--- config.mk ---
export PLATFORM = sky130hd
export DESIGN_NAME = lsu_frontend
export DESIGN_NICKNAME = d
export VERILOG_FILES = /design/src/rtl/lsu_frontend.sv
export SDC_FILE = /design/constraint.sdc
export NUM_CORES = 1
export LEC_CHECK = 0
export CAP_MARGIN = 15
export CORE_ASPECT_RATIO = 1.5
export CORE_MARGIN = 10
export CORE_UTILIZATION = 55
export DETAILED_ROUTE_END_ITERATION = 7
export PLACE_DENSITY = 0.8
export SYNTH_ARGS = -nofsm -noshare
export SYNTH_HDL_FRONTEND = slang
export SYNTH_SLANG_ARGS = --single-unit
--- constraint.sdc ---
create_clock -name clk -period 8.2 [get_ports clk]
set_input_delay 1.23 -clock clk [delete_from_list [all_inputs] [get_ports clk]]
set_output_delay 1.23 -clock clk [all_outputs]
set_load 0.01 [all_outputs]
--- src/rtl/lsu_frontend.sv ---
// lsu_frontend: buffers execute memory ops and issues them to dcache, tracks pending loads, writes back load data.
// Optional LSU_STATS_EN adds saturating hit/miss/issue-stall counters.
module lsu_frontend #(
  parameter int DEPTH       = 4,
  parameter int ACK_TIMEOUT = 64
) (
  input  logic        clk,
  input  logic        rst,
  input  logic        ex_valid,
  input  logic        ex_lw,
  input  logic [4:0]  ex_regD,
  input  logic [31:0] ex_addr,
  input  logic [31:0] ex_data,
  output logic        ex_ready,
  input  logic [4:0]  rs1_idx,
  input  logic [4:0]  rs2_idx,
  output logic        dep_stall,
  output logic [4:0]  regD_in,
  output logic [31:0] addr_in,
  output logic [31:0] store_data,
  output logic        lw,
  output logic        send_pulse,
  input  logic        hit_ack,
  input  logic        miss_send,
  input  logic [4:0]  regD_out,
  input  logic [31:0] load_data,
  input  logic        load_done_stall,
  input  logic        passive_stall,
  output logic        wb_valid,
  output logic [4:0]  wb_regD,
  output logic [31:0] wb_data,
  output logic        ack_err
`ifdef LSU_STATS_EN
  ,
  output logic [31:0] stat_hits,
  output logic [31:0] stat_misses,
  output logic [31:0] stat_stall_cyc
`endif
);
  localparam int AW = $clog2(DEPTH);
  localparam int CW = $clog2(DEPTH + 1);
  localparam int TW = $clog2(ACK_TIMEOUT + 1);
  localparam logic [1:0] IDLE = 2'd0, ISSUE = 2'd1, WAIT_ACK = 2'd2;
  logic [1:0]    state, nxt;
  logic [AW-1:0] head, tail;
  logic [CW-1:0] count;
  logic          q_lw   [DEPTH];
  logic [4:0]    q_regD [DEPTH];
  logic [31:0]   q_addr [DEPTH];
  logic [31:0]   q_data [DEPTH];
  logic [31:0]   pending, set_mask, clr_mask;
  logic          skid_v;
  logic [4:0]    skid_regD;
  logic [31:0]   skid_data;
  logic [TW-1:0] timer;
  logic          enq, ack, accept, active, fill_ev, hit_ev, wb_any;
  assign active     = state != IDLE;
  assign enq        = ex_valid && ex_ready;
  assign ack        = state == WAIT_ACK && (hit_ack || miss_send);
  assign send_pulse = state == ISSUE && !skid_v;
  assign accept     = send_pulse && !load_done_stall && !passive_stall;
  assign lw         = active && q_lw[head];
  assign regD_in    = active ? q_regD[head] : 5'd0;
  assign addr_in    = active ? q_addr[head] : 32'd0;
  assign store_data = active ? q_data[head] : 32'd0;
  assign ex_ready   = count < CW'(DEPTH) && !(ex_lw && ex_regD != 5'd0 && pending[ex_regD]);
  assign dep_stall  = pending[rs1_idx] | pending[rs2_idx];
  assign fill_ev    = load_done_stall && regD_out != 5'd0;
  // hit destination comes from the queued op; load_data is the dcache's single return bus
  assign hit_ev     = ack && hit_ack && q_lw[head] && q_regD[head] != 5'd0;
  assign wb_any     = fill_ev || skid_v || hit_ev;
  assign set_mask   = (enq && ex_lw && ex_regD != 5'd0) ? 32'd1 << ex_regD : 32'd0;
  assign clr_mask   = wb_valid ? 32'd1 << wb_regD : 32'd0;
  always_comb begin
    nxt = state == IDLE  ? (count != '0 ? ISSUE : IDLE) :
          state == ISSUE ? (accept ? WAIT_ACK : ISSUE) :
          state == WAIT_ACK ? (ack ? (count > CW'(1) ? ISSUE : IDLE) : WAIT_ACK) : IDLE;
  end
  always_ff @(posedge clk) begin
    if (enq) begin
      q_lw[tail]   <= ex_lw;
      q_regD[tail] <= ex_regD;
      q_addr[tail] <= ex_addr;
      q_data[tail] <= ex_data;
    end
  end
  always_ff @(posedge clk or negedge rst) begin
    if (!rst) begin
      state     <= IDLE;
      head      <= '0;
      tail      <= '0;
      count     <= '0;
      pending   <= '0;
      timer     <= '0;
      ack_err   <= 1'b0;
      skid_v    <= 1'b0;
      skid_regD <= '0;
      skid_data <= '0;
      wb_valid  <= 1'b0;
      wb_regD   <= '0;
      wb_data   <= '0;
    end else begin
      state   <= nxt;
      head    <= head + AW'(ack);
      tail    <= tail + AW'(enq);
      count   <= count + CW'(enq) - CW'(ack);
      pending <= ((pending & ~clr_mask) | set_mask) & ~32'd1;
      timer   <= (state == WAIT_ACK && !ack) ? (timer == TW'(ACK_TIMEOUT) ? timer : timer + 1'b1) : '0;
      ack_err <= ack_err | (timer == TW'(ACK_TIMEOUT));
      // a fill always takes the port first; a same-cycle hit waits in the skid
      wb_valid <= wb_any;
      if (wb_any) begin
        wb_regD <= fill_ev ? regD_out : skid_v ? skid_regD : q_regD[head];
        wb_data <= (!fill_ev && skid_v) ? skid_data : load_data;
      end
      skid_v <= (hit_ev && (fill_ev || skid_v)) || (fill_ev && skid_v);
      if (hit_ev) begin
        skid_regD <= q_regD[head];
        skid_data <= load_data;
      end
    end
  end
`ifdef LSU_STATS_EN
  always_ff @(posedge clk or negedge rst) begin
    if (!rst) begin
      stat_hits      <= '0;
      stat_misses    <= '0;
      stat_stall_cyc <= '0;
    end else begin
      stat_hits      <= stat_hits + 32'(hit_ack && !(&stat_hits));
      stat_misses    <= stat_misses + 32'(miss_send && !(&stat_misses));
      stat_stall_cyc <= stat_stall_cyc + 32'(state == ISSUE && !accept && !(&stat_stall_cyc));
    end
  end
`endif
endmodule
==> out/metrics.yaml <==
fin_crit_sh: 0.6546
critPathMaxFanout: 25
outcome: "complete, no violations"
drt_iter0_markers: 613
final_max_slew_viol_count: 0
overflow: 0
cts_max_level: 2
wirelength_mm: 38.75
fmax_ghz: 0.1863
setup_viol: 0
arrival_ns: 4.14
root_buffer: "clkbuf_16"
grt_start_max_net_pins: 74
min_period_ns: 5.368
cp-end-kind: "primary output"
cts_resized: 0
power_w: 0.006582
nets: 1369
fp.coreArea_um2: 30250
layout.cells.non_filler: 1666
critPathKind: "in -> out"
cts_setup_buffers: 0
reg2reg_from: "head[1]"
vias: 9837
die_area_um2: 38230
num_rows: 78
relSlewSlack: 0.2927
io_buffers: 235
clock_latency_ns: 0.53
clock-sinks: 404
power_density_nw_per_um2: 317.4
grt_pass1_vias: 10480
clk_pin_slew_ns: 0.06
routedWlPerCell_um: 23.26
hp-start: "skid_regD[2]"
die_y_um: 234.5
dp.cells: 1596
ir_worst_vdd_mv: 0.3108
cts_hold_buf: 0
hpwl_mm: 25.86
worstHoldPathType: "reg -> reg"
finClkSkew_ns: 0.01305
synth_cell_types: 58
antenna_found_initial: 2
seq_area_frac_synth: 0.6821
rsz0062_at_grt: "false"
postSynthAreaPerCell_um2: 16.79
start_util: 0.5578
grt.total_usage: 0.2015
syn2layout_area_growth_pct: 22.87
clock_path_buffers: 3
synth-seq-cells: 404
cap_violations: 0
synth_ff_type: "edfxtp_1"
cts_tree: "yes"
cp.required_ns: 6.97
netlist_instances: 1005
finalHoldViolations: 0
drive_above_1_share: 0.1725
first_pass_iters: 5
gp_congestion: 0.9617
ys_warn_count: 0
io_pins: 236
syn-num-nets: 1138
die_w_um: 163.0
crit_start: "ex_regD[1]"
p_leak_nw: 7.551
ys_top_cells_by_count: "280 x edfxtp_1, 124 x dfrtp_1, 92 x o21ai_0"
synth_area_leader_cell: "edfxtp_1"
yosysMostFrequentCell: "edfxtp_1"
async_reset_ff_frac: 0.3069
route.detailed.vias_per_inst: 5.905
synth_area_um2: 16870
cp-start-kind: "primary input"
yosys-top-cells-area: "edfxtp_1 50%, dfrtp_1 18%, mux4_2 12%"
grt_pass1_wl_mm: 60.26
worst_pin_slew_ns: 1.061
cts_buffers: 38
synth_top_area_frac: 0.4983
synth-edff-count: 280
drc: 0
ant_nets: 0
## report_power, final
part	switching [W]	internal (W)	total (W)
logic	0.000926	0.00117	0.00210
clock network	0.000725	0.000912	0.00164
registers	0.000286	0.00256	0.00285
## metal layers
metal	vias to the layer above	share of wire	track usage	wire (µm)
met4	0	0.031	0.07825	1215
met3	89	0.077	0.05455	2984
met1	5022	0.39	0.2464	14930
met2	372	0.51	0.3364	19630
met5	-	0	0	0
li1	4354	-	-	-
## cell type report
class,instances,area [µm²]
diodes,2,5.005
clock buffers,50,1017
clock inverters,18,125.1
fillers,2030,9519
inverters,12,45.04
multi-input cells,531,5069
flip-flops and latches,404,11520
well taps,400,500.5
repair buffers,249,2455
## registers in the layout, summed over array words and instances (netlist names), 4 cells and up
signal,flops
q_lw,4
wb_data,32
q_regD,20
skid_regD,5
q_addr,128
q_data,128
pending,31
wb_regD,5
timer,7
skid_data,32
## metrics by stage
step	hold WS, ns	util	cell area [µm²]	setup TNS [ns]	setup slack [ns]
floorplan	0.4370	-	16870	-25.34	-0.1810
global placement	0.4521	0.6474	19590	0	2.703
detailed placement	0.4566	0.6474	19590	0	2.675
CTS	0.4702	0.6852	20730	0	2.839
global route	0.5030	0.6854	20730	0	2.592
finish	0.4726	0.6854	20730	0	2.832
## critical path: stages
cell	delay [ns]
clkdlybuf4s50_1	1.09
mux2_2	0.41
a221oi_1	0.40
o31ai_1	0.15
o22a_1	0.22
nor2_1	0.09
clkdlybuf4s50_1	0.54
## cells in the final DEF (no fill, tap or decap), types with 36 or more instances in the layout
cell type        instances
mux4_2                  91
mux2i_1                 42
nand2_1                 36
and2_1                  70
clkdlybuf4s50_1        234
clkbuf_16               39
dfrtp_1                122
edfxtp_1               280
o21ai_0                 92
nand3_1                 40
## worst paths after layout
check	to	slack, ns	cells after the start
worst min-delay path	skid_regD[2]	0.47	2
worst max register to register	wb_regD[0]	3.76	8
worst min register to register	skid_regD[2]	0.47	2
min in group asynchronous	pending[10]	0.75	1
max in group asynchronous	head[0]	5.89	2
worst max-delay path	ex_ready	2.83	7
## kinds of logic (layout without fill, tap and decap cells)
kind of cell,count (synthesis),count (layout),synth area share
DFF,404,404,0.6821
and+or+nand+nor,210,210,0.06814
muxes,174,174,0.1739
AOI/OAI and AO/OA,130,130,0.04538
buffers and inverters,70,329,0.01913
adders and majority gates,9,9,0.007118
xor gates and xnor gates,8,8,0.004152
other,0,2,0
Note: power is estimated with default switching activity, not from simulation.
